===== config.mk =====
export PLATFORM = sky130hd
export DESIGN_NAME = rvh_mmu_ptw
export DESIGN_NICKNAME = d
export VERILOG_FILES = /design/src/rtl/rvh_mmu_ptw.sv
export SDC_FILE = /design/constraint.sdc
export NUM_CORES = 1
export LEC_CHECK = 0
export BUFFER_PORTS_ARGS = -buffer_cell sky130_fd_sc_hd__buf_4
export CAP_MARGIN = 40
export CORE_AREA = 3 3 128 130
export CTS_BUF_LIST = sky130_fd_sc_hd__clkbuf_16
export CTS_CLUSTER_DIAMETER = 30
export DETAILED_ROUTE_END_ITERATION = 8
export DIE_AREA = 0 0 131 133
export PLACE_DENSITY = 0.88
export SETUP_SLACK_MARGIN = 0.3
export SLEW_MARGIN = 20
export SYNTH_ARGS = -nofsm -noshare
export SYNTH_HDL_FRONTEND = slang
export SYNTH_SLANG_ARGS = --single-unit

===== constraint.sdc =====
create_clock -name clk -period 12.05 [get_ports clk]
set_input_delay 0.6025 -clock clk [delete_from_list [all_inputs] [get_ports clk]]
set_output_delay 0.6025 -clock clk [all_outputs]
set_load 0.02 [all_outputs]

===== src/rtl/rvh_mmu_ptw.sv =====
// Sv39 page-table walker: one TLB miss at a time, walked through a single PTE read port.
// Optional macro RVH_MMU_PTW_SUPERPAGE_EN accepts aligned 1 GiB / 2 MiB leaves; otherwise they fault.
module rvh_mmu_ptw #(
    parameter int VPN_WIDTH      = 27,
    parameter int TRANS_ID_WIDTH = 3,
    parameter int ASID_WIDTH     = 16,
    parameter int PPN_WIDTH      = 44,
    parameter int PADDR_WIDTH    = 56
) (
    input  logic                      clk,
    input  logic                      rstn,
    input  logic                      req_vld_i,
    output logic                      req_rdy_o,
    input  logic [TRANS_ID_WIDTH-1:0] req_trans_id_i,
    input  logic [ASID_WIDTH-1:0]     req_asid_i,
    input  logic [VPN_WIDTH-1:0]      req_vpn_i,
    input  logic [1:0]                req_access_type_i,
    input  logic [PPN_WIDTH-1:0]      satp_ppn_i,
    output logic                      mem_req_vld_o,
    input  logic                      mem_req_rdy_i,
    output logic [PADDR_WIDTH-1:0]    mem_req_paddr_o,
    input  logic                      mem_resp_vld_i,
    input  logic [63:0]               mem_resp_pte_i,
    output logic                      resp_vld_o,
    output logic [TRANS_ID_WIDTH-1:0] resp_trans_id_o,
    output logic [ASID_WIDTH-1:0]     resp_asid_o,
    output logic [VPN_WIDTH-1:0]      resp_vpn_o,
    output logic [1:0]                resp_access_type_o,
    output logic [63:0]               resp_pte_o,
    output logic [1:0]                resp_level_o,
    output logic                      resp_fault_o
);

    typedef enum logic [1:0] {
        IDLE     = 2'd0,
        MEM_REQ  = 2'd1,
        MEM_WAIT = 2'd2,
        RESP     = 2'd3
    } state_e;

    state_e                    state_q, state_d;
    logic [TRANS_ID_WIDTH-1:0] trans_id_q, trans_id_d;
    logic [ASID_WIDTH-1:0]     asid_q, asid_d;
    logic [VPN_WIDTH-1:0]      vpn_q, vpn_d;
    logic [1:0]                access_type_q, access_type_d;
    logic [1:0]                level_q, level_d;
    logic [PPN_WIDTH-1:0]      base_q, base_d;
    logic [63:0]               pte_q, pte_d;
    logic                      fault_q, fault_d;

    logic [8:0] vpn_idx;
    logic       pte_v, pte_r, pte_w, pte_x;
    logic       pte_leaf, pte_invalid, leaf_fault;

    always_comb begin
        case (level_q)
            2'd2:    vpn_idx = vpn_q[26:18];
            2'd1:    vpn_idx = vpn_q[17:9];
            default: vpn_idx = vpn_q[8:0];
        endcase
    end

    assign pte_v       = mem_resp_pte_i[0];
    assign pte_r       = mem_resp_pte_i[1];
    assign pte_w       = mem_resp_pte_i[2];
    assign pte_x       = mem_resp_pte_i[3];
    assign pte_invalid = !pte_v || (!pte_r && pte_w);
    assign pte_leaf    = pte_r || pte_x;

    // A leaf above level 0 is a superpage; its low PPN slices must be zero.
    always_comb begin
        leaf_fault = 1'b0;
        if (level_q != 2'd0) begin
`ifdef RVH_MMU_PTW_SUPERPAGE_EN
            leaf_fault = (level_q == 2'd2) ? (|mem_resp_pte_i[27:10])
                                           : (|mem_resp_pte_i[18:10]);
`else
            leaf_fault = 1'b1;
`endif
        end
    end

    // NOTE: every always_comb output gets a default first, so no path can infer a latch.
    always_comb begin
        state_d       = state_q;
        trans_id_d    = trans_id_q;
        asid_d        = asid_q;
        vpn_d         = vpn_q;
        access_type_d = access_type_q;
        level_d       = level_q;
        base_d        = base_q;
        pte_d         = pte_q;
        fault_d       = fault_q;
        req_rdy_o     = 1'b0;
        mem_req_vld_o = 1'b0;
        resp_vld_o    = 1'b0;

        case (state_q)
            IDLE: begin
                req_rdy_o = 1'b1;
                if (req_vld_i) begin
                    trans_id_d    = req_trans_id_i;
                    asid_d        = req_asid_i;
                    vpn_d         = req_vpn_i;
                    access_type_d = req_access_type_i;
                    level_d       = 2'd2;
                    base_d        = satp_ppn_i;
                    fault_d       = 1'b0;
                    state_d       = MEM_REQ;
                end
            end
            MEM_REQ: begin
                mem_req_vld_o = 1'b1;
                if (mem_req_rdy_i) state_d = MEM_WAIT;
            end
            MEM_WAIT: begin
                if (mem_resp_vld_i) begin
                    pte_d = mem_resp_pte_i;
                    if (pte_invalid) begin
                        fault_d = 1'b1;
                        state_d = RESP;
                    end else if (pte_leaf) begin
                        fault_d = leaf_fault;
                        state_d = RESP;
                    end else if (level_q == 2'd0) begin
                        fault_d = 1'b1;
                        state_d = RESP;
                    end else begin
                        level_d = level_q - 2'd1;
                        base_d  = mem_resp_pte_i[53:10];
                        state_d = MEM_REQ;
                    end
                end
            end
            RESP: begin
                resp_vld_o = 1'b1;
                state_d    = IDLE;
            end
            default: state_d = IDLE;
        endcase
    end

    // NOTE: state registers use non-blocking assignments so every flop samples pre-edge values.
    always_ff @(posedge clk or posedge rstn) begin
        if (rstn) begin
            state_q       <= IDLE;
            trans_id_q    <= '0;
            asid_q        <= '0;
            vpn_q         <= '0;
            access_type_q <= '0;
            level_q       <= '0;
            base_q        <= '0;
            pte_q         <= '0;
            fault_q       <= 1'b0;
        end else begin
            state_q       <= state_d;
            trans_id_q    <= trans_id_d;
            asid_q        <= asid_d;
            vpn_q         <= vpn_d;
            access_type_q <= access_type_d;
            level_q       <= level_d;
            base_q        <= base_d;
            pte_q         <= pte_d;
            fault_q       <= fault_d;
        end
    end

    assign mem_req_paddr_o    = {base_q, vpn_idx, 3'b000};
    assign resp_trans_id_o    = trans_id_q;
    assign resp_asid_o        = asid_q;
    assign resp_vpn_o         = vpn_q;
    assign resp_access_type_o = access_type_q;
    assign resp_pte_o         = pte_q;
    assign resp_level_o       = level_q;
    assign resp_fault_o       = fault_q;

endmodule


==> impl_metrics.toml, run 1 <==
[die]
io_pins = 335
dieHeight_um = 133
die_w_um = 131
die_area_um2 = 17420
num_rows = 45
initial_core_util_pct = 44.17
core_area_um2 = 15260

[route]
drtPass1Iterations = 5
wirelength_mm = 20.27
drt_first_iter_violations = 358
wire_per_inst_um = 18.50
vias_per_cell = 5.133
ant_nets = 0
drc_errors = 0
vias = 5626

[hold_path]
hold_path.class = "in -> async"

[sta]
slew_violations = 0
layout_min_cycle_time_ns = 2.632
min_period_over_period_pct = 21.84
worst_pin_slew_ns = 0.7354
hold_viol = 0
timing.hold.ws_ns = 0.3065
finalSetupTns_ns = 0
setup_viol = 0
fin_skew_ns = 0.008613
relSlewSlack_pct = 50.97
max_freq_mhz = 379.9
rsz0062_at_grt = "false"

[clock_network]
clk_latency_ns = 0.41
numCtsBuffers = 17
post_cts_buffers = 0
cts_num_sinks = 161
hold_buffers = 0
clockRootBuffer = "clkbuf_16"
clk_pin_slew_ns = 0.06
cts_resized = 0
cts_tree = "yes"
clk_path_buf_depth = 2
htreeDepth = 4

[critical_path]
startpoint_type = "register"
worstSetupPathType = "reg -> out"
regToRegSetupSlack_ns = 9.89
path_max_fanout = 19
end_kind = "output pin"
r2r_cells = 7
cp.arrival_ns = 2.03
timing.rr.start = "resp_level_o[0]$_DFFE_PP0P_"
worstPathRequired_ns = 11.45
r2r-end = "base_q[33]$_DFFE_PP0P_"

[logic_synthesis]
synth_seq_cells = 161
ys_top_cells_by_count = "dfrtp_1, mux2_2, nand2_1, a21oi_1, a31oi_1"
yosys.area.top_type = "dfrtp_1"
syn_inst = 554
syn_area_per_cell_um2 = 12.16
synth_cell_types = 26
synth.area.top_cells = "dfrtp_1, mux2_2, nand2_1"
synthMostInstantiatedCell = "dfrtp_1"
synth_edf_count = 0
netlist_area_um2 = 6739
synth_top_area_share_pct = 59.78
ys_warn_count = 0
seq_area_frac_synth_pct = 59.78
synth-async-reset-ratio_pct = 100.0
synth_flop_cell = "dfrtp_1"

[final_layout]
layout-drive-gt1-share_pct = 54.92
nets = 1036
synthToLayoutAreaGrowth_pct = 47.75
fillers = 1169
diodes = 0

[placement]
portBuffers = 331
dp_hpwl_mm = 14.80
routabilityCongestion = 0.8005

[power]
leakagePower_nw = 4.780
p_total_mw = 3.020
irDropWorstVdd_mv = 0.1943
power.density_nw_per_um2 = 303.3

[global_routing]
globalRoute.totalOverflow = 0
track_usage_pct = 22.72
grt_pass1_vias = 5833
grt_start_max_net_pins = 84
antenna_found_initial = 0
grt_pass1_wl_mm = 30.56

[outcome]
outcome = "finished, final reports clean"

[flow_run]
maxCapViolCount = 0
[layer usage]
metal	GRT usage, %	share of wire, %	vias up
li1	-	-	2585
met3	7.428	9.1	51
met5	0	0	-
met2	39.16	52	283
met4	8.800	3.1	0
met1	25.78	36	2707
[state kept, by name (all words and copies together), names as in the netlist]
register            flops
resp_level_o            2
state_q                 2
base_q                 44
resp_trans_id_o         3
resp_pte_o             64
resp_asid_o            16
resp_access_type_o      2
resp_fault_o            1
resp_vpn_o             27
[worst max-delay path by stage]
stage / from / end / cells after the start
floorplan: rstn / base_q[0]$_DFFE_PP0P_ / 1
global placement: mem_resp_vld_i / base_q[17]$_DFFE_PP0P_ / 5
detailed placement: mem_resp_vld_i / resp_pte_o[62]$_DFFE_PP0P_ / 4
CTS: resp_level_o[0]$_DFFE_PP0P_ / mem_req_paddr_o[10] / 5
global route: resp_level_o[0]$_DFFE_PP0P_ / mem_req_paddr_o[10] / 5
finish: resp_level_o[0]$_DFFE_PP0P_ / mem_req_paddr_o[10] / 5
[power by group]
group,internal (mW),total (mW),switching (mW)
clock,0.278,0.488,0.209
sequential,0.816,0.987,0.171
combinational,0.701,1.55,0.846
[area by class of cell]
type                       count  area (um^2)  area share, %
clock buffer                  17        425.4          4.272
clock inverter                15        105.1          1.056
inverter                       5        23.77         0.2388
multi-input combinational    346         2467          24.78
sequential                   161         4029          40.46
tap                          211        264.0          2.651
timing repair buffer         341         2643          26.54
[placed cells by master, fill, tap and decap left out, types with 2 or more instances in the layout]
master      Yosys  layout
clkinvlp_4      0       4
mux2_2        111     111
inv_1           5       8
a31oi_1        46      46
conb_1          1       3
a21oi_1        54      54
inv_6           0       2
a22o_1          2       2
o21ai_0         3       3
and2_2          0       2
dfrtp_1       161     161
a21o_1          2       2
buf_12          0       5
clkbuf_16       0      17
nor2_1         11      10
ha_1            3       3
nand2_1        91      90
clkinv_1        0       3
buf_4           5     335
clkinv_2        0       2
a22oi_1         9       9
[logic make-up after synthesis]
kind of cell             synth area share [%]
buffers and inverters                   4.048
flip-flops                              59.78
other                                 0.05565
adder cells (fa/ha/maj)                0.5571
multiplexers                            18.70
AO/OA/AOI/OAI                           10.14
AND/OR/NAND/NOR                         6.721
[critical path: stages, from the launching register on]
cell and delay, ns:
dfrtp_1 0.39, inv_1 0.09, ha_1 0.66, nor2_1 0.10, a21oi_1 0.19, buf_4 0.18
[through the flow]
step	cells	utilization, %	worst slack (ns)	instance area [um^2]
CTS	1095	65.13	9.348	9937
global route	1096	65.26	9.243	9957
finish	1096	65.26	9.418	9957
detailed placement	1063	61.65	9.588	9407
floorplan	556	-	7.099	6746
global placement	1058	60.94	9.092	9299
(Power assumes the default switching activity.)
==> run 2, diff against run 1 <==
--- a/config.mk
+++ b/config.mk
@@ -7,12 +7,12 @@
 export LEC_CHECK = 0
 export BUFFER_PORTS_ARGS = -buffer_cell sky130_fd_sc_hd__buf_4
 export CAP_MARGIN = 40
-export CORE_AREA = 3 3 128 130
+export CORE_AREA = 3 3 129 131
 export CTS_BUF_LIST = sky130_fd_sc_hd__clkbuf_16
 export CTS_CLUSTER_DIAMETER = 30
 export DETAILED_ROUTE_END_ITERATION = 8
-export DIE_AREA = 0 0 131 133
-export PLACE_DENSITY = 0.88
+export DIE_AREA = 0 0 132 134
+export PLACE_DENSITY = 0.86
 export SETUP_SLACK_MARGIN = 0.3
 export SLEW_MARGIN = 20
 export SYNTH_ARGS = -nofsm -noshare
==> constraint.sdc (replaced) <==
create_clock -name clk -period 2.7 [get_ports clk]
set_input_delay 0.135 -clock clk [delete_from_list [all_inputs] [get_ports clk]]
set_output_delay 0.135 -clock clk [all_outputs]
set_load 0.02 [all_outputs]
==> run 2 against run 1 <==
Effect of this change: utilization rose by 8.2 points; global-route usage rose by 5.9 points; worst hold slack got worse by 0.29 ns; count of clock-buffer cells in the layout did not move; via count rose by 18%; final cell count rose by 15%; clock power rose to 4.9 times the previous value; die area rose by 1.5%; total power rose to 4.7 times the previous value; combinational power rose to 4.7 times the previous value; setup slack got worse by 9.0 ns; non-clock buffer count rose by 158; critical path type unchanged; critical endpoint is now mem_req_paddr_o[7]; largest power group unchanged.
==> impl_metrics.toml, run 2 (same netlist as run 1, synthesis figures left out) <==
[critical_path]
r2r_cells = 7
end_kind = "output pin"
crit_chain = "inv_1, ha_1, nor2_1, a21oi_1, buf_4"
regToRegSetupSlack_ns = 0.49
slowest_delay_ns = 0.73
cp.arrival_ns = 2.14
slowest_stage = "ha_1"
worstPathRequired_ns = 2.57
timing.rr.start = "resp_level_o[0]$_DFFE_PP0P_"
path_max_fanout = 19
worstSetupPathType = "reg -> out"
r2r-end = "base_q[26]$_DFFE_PP0P_"
startpoint_type = "register"

[power]
power.density_nw_per_um2 = 1230
leakagePower_nw = 5.455
irDropWorstVdd_mv = 0.6942

[die]
dieHeight_um = 134
io_pins = 335
num_rows = 46
initial_core_util_pct = 42.89
core_area_um2 = 15710
die_w_um = 132
die_area_um2 = 17690

[clock_network]
clk_latency_ns = 0.41
htreeDepth = 4
clockRootBuffer = "clkbuf_16"
cts_resized = 0
cts_num_sinks = 161
numCtsBuffers = 17
clk_pin_slew_ns = 0.06
cts_tree = "yes"
clk_path_buf_depth = 2

[route]
wire_per_inst_um = 20.67
drt_first_iter_violations = 471
drtPass1Iterations = 4
vias_per_cell = 5.282
drc_errors = 0
ant_nets = 0
vias = 6645
wirelength_mm = 26.00

[global_routing]
track_usage_pct = 28.63
grt_start_max_net_pins = 59
globalRoute.totalOverflow = 0
antenna_found_initial = 1
grt_pass1_vias = 7293
grt_pass1_wl_mm = 39.83

[placement]
post_dp_cell_area_um2 = 9414
portBuffers = 331
routabilityCongestion = 0.8118
dp_hpwl_mm = 15.11

[sta]
finalSetupTns_ns = 0
layout_min_cycle_time_ns = 2.278
setup_viol = 0
min_period_over_period_pct = 84.36
slew_violations = 0
max_freq_mhz = 439.0
hold_viol = 0
worst_pin_slew_ns = 0.7250
fin_skew_ns = 0.009325
rsz0062_at_grt = "false"
relSlewSlack_pct = 51.67

[hold_path]
worstHoldStart = "satp_ppn_i[17]"
hold_path.class = "in -> reg"
holdPathEnd = "base_q[17]$_DFFE_PP0P_"
min_path_cells = 3

[final_layout]
design_area_um2 = 11540
layout-drive-gt1-share_pct = 46.97
postLayoutCoreUtil_pct = 73.45
largest_reg_flops = 64
final_cell_mix = "buf_4, dfrtp_1, dlygate4sd3_1, mux2_2, nand2_1"
final_common_cell = "buf_4"
nets = 1194
synthToLayoutAreaGrowth_pct = 71.26

[flow_run]
maxCapViolCount = 0

[outcome]
outcome = "finished, final reports clean"
run 2: where the power goes:
group	total [mW]	switching, mW	internal (mW)	leakage (nW)
Sequential	4.51	0.866	3.64	1.88
Clock	2.41	0.974	1.43	0.288
Combinational	7.28	4.05	3.23	3.29
run 2: area by class of cell:
cell class / instances / area [um^2]
clock buffers: 17 / 425.4
clock inverters: 13 / 147.6
fillers: 950 / 4172
multi-input cells: 346 / 2472
diodes: 1 / 2.502
flip-flops and latches: 161 / 4029
repair buffers: 499 / 4172
inverters: 5 / 22.52
well taps: 216 / 270.3
run 2: metrics by stage:
stage	setup slack [ns]	cells	hold slack, ns	total power [mW]
6_report	0.4223	1258	0.01817	14.20
5_1_grt	0.3104	1258	0.02887	14.76
4_1_cts	0.4211	1257	0.001200	13.94
3_5_place_dp	0.6341	1072	0.2730	11.31
3_3_place_gp	0.7413	1072	0.2758	11.09
2_1_floorplan	0.5222	556	0.2749	8.245
run 2: worst max-delay path by stage:
stage | slack [ns] | startpoint | endpoint
floorplan | 0.52 | rstn | base_q[0]$_DFFE_PP0P_
global placement | 0.74 | resp_level_o[0]$_DFFE_PP0P_ | base_q[11]$_DFFE_PP0P_
detailed placement | 0.63 | resp_level_o[0]$_DFFE_PP0P_ | base_q[6]$_DFFE_PP0P_
CTS | 0.42 | resp_level_o[0]$_DFFE_PP0P_ | mem_req_paddr_o[7]
global route | 0.31 | resp_level_o[0]$_DFFE_PP0P_ | mem_req_paddr_o[7]
finish | 0.42 | resp_level_o[0]$_DFFE_PP0P_ | mem_req_paddr_o[7]
run 2: per-layer routing:
layer  share of wire [%]  up-vias  global-route usage (%)
met1                  37     3301                   32.44
met4                 5.1        0                   15.29
met5                   0        -                       0
li1                    -     2890                       -
met2                  52      360                   51.23
met3                 5.4       94                   5.589
run 2: critical path: cells and delay by family, from the launching register on:
family	cells	cell delay, ns
simple gates	1	0.13
compound gates	1	0.20
flops	1	0.39
buf+inv	2	0.28
fa+ha+maj	1	0.73
run 2: timing repair:
item / 4_1_cts / 5_1_grt
buffers inserted: 0 / 0
hold endpoints to repair: 181 / 0
hold buffers: 155 / 0
